`config.mk`:
```
export PLATFORM = sky130hd
export DESIGN_NAME = mp_add_sequencer
export DESIGN_NICKNAME = d
export VERILOG_FILES = /design/src/rtl/mp_add_sequencer.sv
export SDC_FILE = /design/constraint.sdc
export NUM_CORES = 1
export LEC_CHECK = 0
export CAP_MARGIN = 20
export CORE_UTILIZATION = 44
export CTS_CLUSTER_DIAMETER = 50
export DETAILED_ROUTE_END_ITERATION = 8
export PLACE_DENSITY_LB_ADDON = 0.08
export SKIP_LAST_GASP = 1
export SLEW_MARGIN = 15
export SYNTH_ARGS = -nofsm -noshare
export SYNTH_HDL_FRONTEND = slang
export SYNTH_SLANG_ARGS = --single-unit
```
`constraint.sdc`:
```
create_clock -name clk -period 3.95 [get_ports clk]
set_input_delay 0.5925 -clock clk [delete_from_list [all_inputs] [get_ports clk]]
set_output_delay 0.5925 -clock clk [all_outputs]
set_load 0.005 [all_outputs]
```
`src/rtl/mp_add_sequencer.sv`:
```
// Multi-precision add/subtract sequencer: streams word pairs LSW-first through one
// carry-lookahead adder stage, chaining the inter-word carry in a register.
module mp_add_sequencer #(
   parameter int unsigned WORD_WIDTH = 32,
   parameter int unsigned LEN_WIDTH  = 8
) (
   input  logic                  clk,
   input  logic                  rst,
   input  logic                  start,
   input  logic                  op_sub,
   input  logic [LEN_WIDTH-1:0]  num_words,
   output logic                  busy,
   output logic                  done,
   output logic                  carry_out,
   input  logic                  in_valid,
   output logic                  in_ready,
   input  logic [WORD_WIDTH-1:0] in_a,
   input  logic [WORD_WIDTH-1:0] in_b,
   output logic                  out_valid,
   input  logic                  out_ready,
   output logic [WORD_WIDTH-1:0] out_sum,
   output logic                  out_last
);

   localparam int unsigned NGRP = (WORD_WIDTH + 3) / 4;

   typedef enum logic [1:0] {IDLE, RUN, DONE} state_t;

   state_t               state;
   logic                 op_sub_q;
   logic                 carry_q;
   logic [LEN_WIDTH-1:0] remaining;

   logic [WORD_WIDTH-1:0] b_eff;
   logic [WORD_WIDTH-1:0] gen;
   logic [WORD_WIDTH-1:0] prop;
   logic [WORD_WIDTH-1:0] sum;
   logic [WORD_WIDTH:0]   c;
   logic [NGRP-1:0]       grp_g;
   logic [NGRP-1:0]       grp_p;
   logic [NGRP:0]         grp_c;

   logic beat;
   logic out_hs;

   // Two-level lookahead: 4-bit group generate/propagate feed the group carries,
   // bit carries inside a group start from that group's lookahead carry.
   always_comb begin
      b_eff = op_sub_q ? ~in_b : in_b;
      gen   = in_a & b_eff;
      prop  = in_a ^ b_eff;
      grp_g = '0;
      grp_p = '1;
      for (int unsigned i = 0; i < WORD_WIDTH; i++) begin
         grp_g[i/4] = gen[i] | (prop[i] & grp_g[i/4]);
         grp_p[i/4] = grp_p[i/4] & prop[i];
      end
      grp_c    = '0;
      grp_c[0] = carry_q;
      for (int unsigned k = 0; k < NGRP; k++) begin
         grp_c[k+1] = grp_g[k] | (grp_p[k] & grp_c[k]);
      end
      c    = '0;
      c[0] = grp_c[0];
      for (int unsigned i = 0; i < WORD_WIDTH; i++) begin
         if (((i + 1) % 4) == 0) c[i+1] = grp_c[(i+1)/4];
         else                    c[i+1] = gen[i] | (prop[i] & c[i]);
      end
      sum = prop ^ c[WORD_WIDTH-1:0];
   end

   assign busy     = (state != IDLE);
   assign in_ready = (state == RUN) && (remaining != '0) && (!out_valid || out_ready);
   assign beat     = in_valid && in_ready;
   assign out_hs   = out_valid && out_ready;

   always_ff @(posedge clk) begin
      if (rst) begin
         state     <= IDLE;
         op_sub_q  <= 1'b0;
         remaining <= '0;
         carry_q   <= 1'b0;
         carry_out <= 1'b0;
         done      <= 1'b0;
         out_valid <= 1'b0;
         out_sum   <= '0;
         out_last  <= 1'b0;
      end else begin
         done <= 1'b0;
         case (state)
            IDLE: begin
               if (start && (num_words != '0)) begin
                  state     <= RUN;
                  op_sub_q  <= op_sub;
                  remaining <= num_words;
                  carry_q   <= op_sub;
               end
            end
            RUN: begin
               if (beat) begin
                  out_sum   <= sum;
                  carry_q   <= c[WORD_WIDTH];
                  out_valid <= 1'b1;
                  out_last  <= (remaining == LEN_WIDTH'(1));
                  remaining <= remaining - LEN_WIDTH'(1);
               end else if (out_hs) begin
                  out_valid <= 1'b0;
               end
               // No beat can coincide with the final handshake: the count is already zero.
               if (out_hs && out_last) begin
                  state     <= DONE;
                  done      <= 1'b1;
                  carry_out <= carry_q;
               end
            end
            DONE:    state <= IDLE;
            default: state <= IDLE;
         endcase
      end
   end

endmodule

```
==> results of run 1 <==
-- stage by stage --
step                util [%]  hold slack [ps]  instances  area [um2]
detailed placement      61.9              448        659        5190
floorplan                  -              448        439        3870
global placement        61.9              445        659        5190
global route            64.2              479        670        5390
CTS                     63.3              465        667        5300
finish                  64.2              464        670        5390
-- synth_stat cells, types with 8 or more instances --
cell / n
dfxtp_1: 48
nand4_1: 9
xor2_1: 32
ha_1: 35
o21ai_0: 14
nand2_1: 42
xnor2_1: 8
a211oi_2: 23
clkbuf_1: 11
nor2_1: 35
inv_1: 55
a21oi_1: 40
fa_1: 24
-- report_power, final --
part	internal, mW	switching [mW]	total, mW
combinational	0.371	0.353	0.724
clock	0.188	0.181	0.369
sequential	0.523	0.0273	0.550
total	1.08	0.561	1.64
-- cell type report --
cell class | instances | area, um2
timing repair buffer | 138 | 1330
fill | 747 | 3000
multi-input combinational | 316 | 2640
clock inverter | 3 | 42.5
clock buffer | 5 | 68.8
tap | 105 | 131
sequential | 48 | 962
inverter | 55 | 206
-- path summary, 6_finish.rpt --
kind                  to  slack [ps]  depth (start not counted)
max          out_sum[31]         170                         16
max reg2reg  out_sum[31]         300                         16
min reg2reg  out_sum[11]         460                          2
min          out_sum[11]         460                          2
-- critical path, stage by stage --
cell and delay [ps]:
clkdlybuf4s50_1 410, xor2_1 150, ha_1 330, buf_4 120
nand2_1 40, o21ai_1 120, buf_4 130, nand2b_1 120
a31o_2 280, and3b_1 190, fa_2 370, fa_2 370
fa_1 410, xnor2_1 170, nand2_1 80, a21oi_2 140
-- sequential cells by signal, summed over array words and instances, names as in the netlist --
signal and flops:
out_sum 32, op_sub_q 1, state 2, carry_out 1, out_last 1, done 1, remaining 8, carry_q 1
out_valid 1
-- per-layer routing --
layer / vias up / wire length [um] / part of all wire, %
met3: 8 / 597 / 6.4
met5: - / 0 / 0
met1: 1583 / 4250 / 45
li1: 1716 / - / -
met4: 0 / 86 / 0.92
met2: 91 / 4450 / 47
-- logic make-up (layout without fill, tap and decap cells) --
group / Yosys count / after routing / share of synthesized area (%)
simple gates: 115 / 115 / 14.0
compound gates: 100 / 100 / 19.4
buf+inv: 75 / 201 / 8.44
fa+ha+maj: 59 / 59 / 23.7
flops: 48 / 48 / 24.8
xor+xnor: 40 / 40 / 9.05
mux: 2 / 2 / 0.517
-- what timing repair did --
action | 4_1_cts | 5_1_grt
hold endpoints to repair | 0 | 0
hold buffers | 0 | 0
setup endpoints to repair | 0 | 5
setup buffers | 0 | 3
resized for setup | 0 | 18
==> metrics, run 1 <==
Post-DP HPWL=7180 um; Critical Path RT=between 4000 and 5000 ps; IO Count=around 120; Design Power=1.64 mW; most common cell after layout, fill and taps aside=clkdlybuf4s50_1; Starting Density=between 40% and 50%; first-pass GRT wire length=15100 um; share of layout cells above drive strength 1=13.6%; Die Span Y=around 96 um; fin crit share=95.6%; worst-margin pin slew=914 ps; Slew Limit Fails=0; die area=a little over 9000 um2; Clock Skews=3.79 ps; Via density=roughly 5; area delta synth->final=39.1%; Final GP Congestion=0.871; WS Path Type=input port to flip-flop; leading area contributor after synthesis=dfxtp_1; Static Leak=~2.3 nW; Skew-Pair Late Insertion Delay=approximately 310 ps; Post-Synthesis Cell Area=roughly 3900 um2; clock sink count=48; Post-Route WL=approximately 9400 um; grt met1 use=around 28%; via count=3398; I/O Buffers=around 120; post-route minimum period=around 3800 ps; setup tns final=0 ps; vias in the first global route=3232; Startpoint Class=input port; Post-synth EDFFs=0; nets=around 700; Rows=33; Critical Path Fanout Max=3; Worst-path clk slew=90 ps; outcome=finished, final reports clean; Yosys cell types=45; Place WS=-310 ps; CTS tree=yes; DRC=0; MaxCap Viol Count=0; WP data arrival=approximately 4000 ps; grt met3 use=under 10%; Synth top area share=24.8%; pwr/cell area=305 nW/um2; crit path launch=in_b[11]; First DRT Iteration DRCs=91; launch point of the worst reg-to-reg path=op_sub_q; grt met2 use=36.2%; ranking of synthesized cells by area=dfxtp_1, fa_1, ha_1; HP Class=flip-flop to flip-flop; largest net degree at the start of global routing=between 50 and 60; Hold Path Origin=out_sum[11]; Final setup viols=0; GRT Total Usage=21.3%; # H-tree levels=2; CP Capture Type=flip-flop; final worst setup slack=roughly 170 ps; initial antenna violation count=0; core area=between 8000 and 9000 um2; dominant synthesized flop cell=dfxtp_1; commonest cells after routing, fill and taps aside=clkdlybuf4s50_1, inv_1, dfxtp_1; Mapped Cells=approximately 440; Synth warnings=0; Rel. slew slack=around two fifths; Max VDD drop=between 0.15 and 0.2 mV; Routed wire per std cell=14.0 um; Clock Path Buffers=2; GR peak layer=met2; diode count=0; Avg Cell Area, Syn=between 8 and 9 um2; Final Hold Vio Count=0; FFs w/ async S/R, synth=0%; grt ovf=0; post-route ant nets=0; fmax=265 MHz; #FFs+latches synth=48; syn_nets=approximately 580; Pre-Repair DR Iteration Count=5; Die Width=95.8 um; CTS Buf Count=5; sequential area share after synthesis=between 20% and 30%; CTS Root Cell=clkbuf_8
Note: power is estimated with default switching activity, not from simulation.
==> run 2: changes to the inputs <==
MAX_ROUTING_LAYER = met4   (was default)
SETUP_SLACK_MARGIN = 0.15   (was default)
==> run 2 against run 1 <==
Against the previous run:
- sequential power about the same
- die area unchanged
- clock power about the same
- total power up 0.82%
- routed wire length up 1.3%
- sequential share of layout area down 0.11 points
- hold slack about the same
- critical path type unchanged
- maximum frequency up 3.9%
- global-route usage up 0.67 points
- critical endpoint unchanged
- via count down 0.12%
==> metrics, run 2 (synthesized netlist as in run 1, its figures left out) <==
hold path endpoint=out_sum[7] (was out_sum[11]); WS Path Type=input port to flip-flop (unchanged); Worst-path clk slew=100 ps (was 90 ps); FF-to-FF path depth=15 (was 16); Slew Limit Fails=0 (unchanged); via count=3394 (was 3398); CTS tree=yes (unchanged); reg2reg setup slack=430 ps (was 300 ps); Post-DP HPWL=7180 um (unchanged); Final Hold Vio Count=0 (unchanged); Placed Cells=659 (unchanged); Design Power=1.66 mW (was 1.64 mW); fmax=275 MHz (was 265 MHz); Top Registers=out_sum (32), remaining (8), state (2) (unchanged); Startpoint Class=input port (unchanged); setup tns final=0 ps (unchanged); HP Class=flip-flop to flip-flop (unchanged); post-route ant nets=0 (unchanged); fin cells=670 (unchanged); cell count of the worst hold path=2 (unchanged); CP Capture Type=flip-flop (unchanged); IO Count=116 (unchanged); Final Util=64.6% (was 64.2%); WP data arrival=3880 ps (was 4020 ps); initial antenna violation count=0 (unchanged); CTS Root Cell=clkbuf_8 (unchanged); crit-path cells=clkdlybuf4s50_1, xor2_1, ha_1, nand4_1, buf_4, nor2_4, a21oi_4, a31o_2, and3b_2, fa_2, fa_2, fa_2, xnor2_2, nand2_1, a21oi_2 (was clkdlybuf4s50_1, xor2_1, ha_1, buf_4, nand2_1, o21ai_1, buf_4, nand2b_1, a31o_2, and3b_1, fa_2, fa_2, fa_1, xnor2_1, nand2_1, a21oi_2); pwr/cell area=306 nW/um2 (was 305 nW/um2); Final setup viols=0 (unchanged); I/O Buffers=115 (unchanged); First DRT Iteration DRCs=96 (was 91); Skew-Pair Late Insertion Delay=310 ps (about the same); diode count=0 (unchanged); launch point of the worst reg-to-reg path=op_sub_q (unchanged); # H-tree levels=2 (unchanged); Largest register FFs=32 (unchanged); post-route minimum period=3640 ps (was 3780 ps); CTS Buf Count=5 (unchanged); nets=701 (unchanged); CTS Hold Bufs=0 (unchanged); Rel. slew slack=38.0% (was 39.1%); share of layout cells above drive strength 1=14.7% (was 13.6%); Critical Path Fanout Max=3 (unchanged); die area=9180 um2 (unchanged); R2R Path End=out_sum[27] (was out_sum[31]); Die Span Y=95.8 um (unchanged); Post-Route WL=9500 um (was 9380 um); final hold slack=465 ps (was 464 ps); first-pass GRT wire length=15200 um (was 15100 um); Via density=5.07 (about the same); most common cell after layout, fill and taps aside=clkdlybuf4s50_1 (unchanged); grt ovf=0 (unchanged); most used cell along the critical path=fa_2; Final GP Congestion=0.885 (was 0.871); worst-margin pin slew=931 ps (was 914 ps); CP peak stage delay=410 ps (about the same); Hold Path Origin=out_sum[7] (was out_sum[11]); CP max-delay cell=clkdlybuf4s50_1 (unchanged); area delta synth->final=39.9% (was 39.1%); MaxCap Viol Count=0 (unchanged); vias in the first global route=3236 (was 3232); largest net degree at the start of global routing=57 (unchanged); Clock Skews=7.22 ps (was 3.79 ps); fin crit share=92.0% (was 95.6%); DRC=0 (unchanged); Rows=33 (unchanged); Starting Density=46.2% (unchanged); Max VDD drop=0.174 mV (was 0.173 mV); Critical Path RT=4190 ps (about the same); core area=8380 um2 (unchanged); Clock Path Buffers=2 (unchanged); Static Leak=2.28 nW (about the same); Top reg by flops=out_sum (unchanged); GRT Total Usage=22.0% (was 21.3%); RSZ-0062 raised after global routing=no; Die Width=95.8 um (unchanged); Pre-Repair DR Iteration Count=4 (was 5); outcome=finished, final reports clean (unchanged); clock sink count=48 (unchanged); commonest cells after routing, fill and taps aside=clkdlybuf4s50_1, inv_1, dfxtp_1 (unchanged); Routed wire per std cell=14.2 um (was 14.0 um)
## run 2: cell types whose count changed in the layout (fill, tap and decap cells not counted), sizes merged
cell	change
clkdlybuf4s50	+1
dlymetal6s2s	-1
## run 2: cell type report
| cell class | count | area [um2] |
|---|---|---|
| Sequential cell | 48 | 962 |
| Timing Repair Buffer | 138 | 1330 |
| Tap cell | 105 | 131 |
| Clock buffer | 5 | 68.8 |
| Inverter | 55 | 206 |
| Clock inverter | 3 | 42.5 |
| Fill cell | 742 | 2960 |
| Multi-Input combinational cell | 316 | 2680 |
## run 2: metrics by stage
| step | setup WS, ps | cell area [um2] |
|---|---|---|
| after floorplan | 258 | 3870 |
| after CTS | 179 | 5320 |
| final | 315 | 5420 |
| after global routing | 124 | 5420 |
| after detailed placement | -310 | 5190 |
| after global placement | -260 | 5190 |
## run 2: how the worst max path moves through the flow
stage	startpoint	to
2_1_floorplan	op_sub_q	out_sum[31]
3_3_place_gp	in_b[11]	out_sum[27]
3_5_place_dp	in_b[11]	out_sum[27]
4_1_cts	in_b[10]	out_sum[27]
5_1_grt	in_b[6]	out_sum[23]
6_report	in_b[11]	out_sum[31]
## run 2: routing by layer
layer  part of all wire [%]  up-vias  track usage [%]
met1                     46     1579             28.6
met2                     47       95             36.3
li1                       -     1714                -
met3                    6.3        6             3.55
met5                      0        -                -
met4                   0.80        0             4.48
## run 2: critical path: cells and delay by family
| kind | cells | cell delay (ps) |
|---|---|---|
| XOR/XNOR | 2 | 270 |
| AND/OR/NAND/NOR | 4 | 560 |
| adder cells (fa/ha/maj) | 4 | 1360 |
| AO/OA/AOI/OAI | 3 | 490 |
| buffers and inverters | 2 | 610 |
## run 2: power by group
| group | switching, mW | internal, mW | total [mW] |
|---|---|---|---|
| Sequential | 0.0274 | 0.523 | 0.550 |
| Clock | 0.181 | 0.188 | 0.368 |
| Combinational | 0.360 | 0.378 | 0.738 |
| Total | 0.568 | 1.09 | 1.66 |
## run 2: repair_timing
action                                  in CTS  in global routing
pin swaps                                    6                 14
setup buffers                                1                  2
endpoints found under the hold margin        0                  0
endpoints found under the setup margin       4                  7
resized for setup                            6                 18
==> run 3: changes to the inputs <==
clock period = 2.9 ns   (was 3.95 ns; I/O delays follow)
==> run 3 against run 2 <==
Against the previous run:
- critical path depth down 1
- hold slack lost 8.2 ps
- first-iteration DRC count is 6.3% lower
- final area rose by 3.6%
- clock power grew 18%
- largest cell class unchanged
- worst setup slack worse by 860 ps
- the flow now finishes with violations (setup timing)
- count of clock-buffer cells in the layout is 1 higher
- sequential share of layout area down 0.58 points
- register-to-register slack worse by 980 ps
==> metrics, run 3 (synthesized netlist as in run 1, its figures left out) <==
WP data arrival=3690 ps (was 3880 ps); via count=3526 (was 3394); Top reg by flops=out_sum (unchanged); FF-to-FF path depth=14 (was 15); fmax=290 MHz; core area=8380 um2 (unchanged); Critical Path RT=3140 ps (was 4190 ps); largest net degree at the start of global routing=40 (was 57); Final setup viols=19 (was 0); Critical Path Fanout Max=10 (was 3); fin crit share=119%; Post-Route WL=10100 um (was 9500 um); area delta synth->final=45.1% (was 39.9%); reg2reg setup slack=-550 ps (was 430 ps); I/O Buffers=115 (unchanged); share of layout cells above drive strength 1=20.6% (was 14.7%); HP Class=flip-flop to flip-flop (unchanged); Slew Limit Fails=0 (unchanged); IO Count=116 (unchanged); worst-margin pin slew=796 ps (was 931 ps); initial antenna violation count=0 (unchanged); CP max-delay cell=dfxtp_4 (was clkdlybuf4s50_1); DRC=0 (unchanged); grt ovf=0 (unchanged); most common cell after layout, fill and taps aside=clkdlybuf4s50_1 (unchanged); fin cells=678 (was 670); sw power=794 uW (was 568 uW); MaxCap Viol Count=0 (unchanged); Die Span Y=95.8 um (unchanged); CP peak stage delay=410 ps (about the same); Startpoint Class=flip-flop (was input port); GRT Total Usage=23.7% (was 22.0%); # H-tree levels=2 (unchanged); Largest register FFs=32 (unchanged); crit-path cells=buf_12, xor2_2, ha_1, nand3_1, o22ai_2, o21ai_2, a31o_2, and3b_1, fa_2, fa_2, fa_2, xnor2_2, nand2_1, a21oi_2 (was clkdlybuf4s50_1, xor2_1, ha_1, nand4_1, buf_4, nor2_4, a21oi_4, a31o_2, and3b_2, fa_2, fa_2, fa_2, xnor2_2, nand2_1, a21oi_2); Gate power share=47.4% (was 44.5%); CTS tree=yes (unchanged); clock group share of total power=19.2% (was 22.2%); Placed Cells=660 (was 659); Static Leak=2.33 nW (was 2.28 nW); Top Registers=out_sum (32), remaining (8), state (2) (unchanged); R2R Path End=out_sum[31] (was out_sum[27]); Pre-Repair DR Iteration Count=5 (was 4); Max VDD drop=0.324 mV (was 0.174 mV); Post-DP HPWL=7730 um (was 7180 um); WS Path Type=flip-flop to flip-flop (was input port to flip-flop); post-route minimum period=3450 ps; CTS Hold Bufs=0 (unchanged); Seq pwr share=33.4% (was 33.2%); Final GP Congestion=0.819 (was 0.885); CTS Root Cell=clkbuf_8 (unchanged); Clock Path Buffers=2 (unchanged); Skew-Pair Late Insertion Delay=300 ps (was 310 ps); Starting Density=46.2% (unchanged); Via density=5.20 (was 5.07); sw frac=35.3% (was 34.3%); nets=709 (was 701); First DRT Iteration DRCs=90 (was 96); outcome=complete, but fails checks (was finished, final reports clean); clock sink count=48 (unchanged); CTS Buf Count=5 (unchanged); failing checks=setup timing; Rel. slew slack=46.4% (was 38.0%); vias in the first global route=3463 (was 3236); Routed wire per std cell=14.9 um (was 14.2 um); most used cell along the critical path=fa_2 (unchanged); Int Power=1.46 mW (was 1.09 mW); final hold slack=456 ps (was 465 ps); Clock Skews=7.69 ps (was 7.22 ps); worst setup path end=out_sum[31] (unchanged); pwr/cell area=401 nW/um2 (was 306 nW/um2); die area=9180 um2 (unchanged); crit path launch=op_sub_q (was in_b[11]); Worst-path clk slew=90 ps (was 100 ps); commonest cells after routing, fill and taps aside=clkdlybuf4s50_1, inv_1, dfxtp_1 (unchanged); final worst setup slack=-548 ps (was 315 ps); launch point of the worst reg-to-reg path=op_sub_q (unchanged); Final Hold Vio Count=0 (unchanged); CP Capture Type=flip-flop (unchanged); Place WS=-912 ps (was -310 ps); RSZ-0062 raised after global routing=yes (was no); Rows=33 (unchanged); diode count=0 (unchanged); first-pass GRT wire length=16200 um (was 15200 um); Die Width=95.8 um (unchanged); post-route ant nets=0 (unchanged)
[run 3: cell count changes in the layout (fill, tap and decap cells not counted), moves of 4 or more]
| cell | before | now |
|---|---|---|
| a21oi_1 | 37 | 32 |
| a21oi_2 | 2 | 8 |
| buf_4 | 22 | 26 |
| fa_1 | 18 | 3 |
| fa_2 | 6 | 21 |
| xor2_1 | 31 | 27 |
| xor2_2 | 1 | 5 |
[run 3: worst min path at each step]
stage	start	end	slack (ps)	depth (start not counted)
6_report	out_sum[19]	out_sum[19]	460	2
3_3_place_gp	out_sum[3]	out_sum[3]	440	2
2_1_floorplan	out_sum[11]	out_sum[11]	450	2
4_1_cts	out_sum[19]	out_sum[19]	460	2
3_5_place_dp	out_sum[19]	out_sum[19]	450	2
5_1_grt	out_sum[19]	out_sum[19]	480	2
[run 3: area by class of cell]
type                    count  area, um2
repair buffers            146       1450
inverters                  55        206
clock buffers               6       82.6
flip-flops and latches     48        965
well taps                 105        131
clock inverters             2       10.0
multi-input cells         316       2770
fillers                   727       2770
[run 3: power groups by stage]
stage          logic, mW  registers, mW  clock network (mW)
5_1_grt             1.19          0.757               0.475
3_3_place_gp       0.981          0.762                   0
4_1_cts             1.05          0.750               0.448
3_5_place_dp        1.00          0.764                   0
2_1_floorplan      0.636          0.761                   0
6_report            1.07          0.750               0.433
[run 3: worst max-delay path: cells and delay by family, from the launching register on]
family	cells	cell delay, ps
AO/OA/AOI/OAI	4	770
XOR/XNOR	2	310
adder cells (fa/ha/maj)	4	1370
buffers and inverters	1	170
flip-flops	1	410
AND/OR/NAND/NOR	3	360
[run 3: metrics by stage]
step           TNS (ps)  instance area (um2)  power [mW]  util (%)
4_1_cts           -5230                 5500        2.24      65.7
3_3_place_gp     -12860                 5290        1.74      63.1
2_1_floorplan     -2040                 3980        1.40         -
6_report          -6500                 5620        2.25      67.0
5_1_grt           -8970                 5620        2.42      67.0
3_5_place_dp     -13710                 5290        1.77      63.1
[run 3: repair_timing]
| item | CTS | global route |
|---|---|---|
| cloned | 1 | 1 |
| gates resized for setup | 14 | 13 |
| setup endpoints to repair | 22 | 25 |
| pin swaps | 17 | 15 |
| setup buffers | 6 | 2 |
[run 3: layer usage]
metal	up-vias	routed length [um]	GRT usage, %
met4	0	172	6.47
li1	1726	-	-
met3	18	531	3.55
met5	-	0	-
met1	1668	4450	28.3
met2	114	4970	41.6
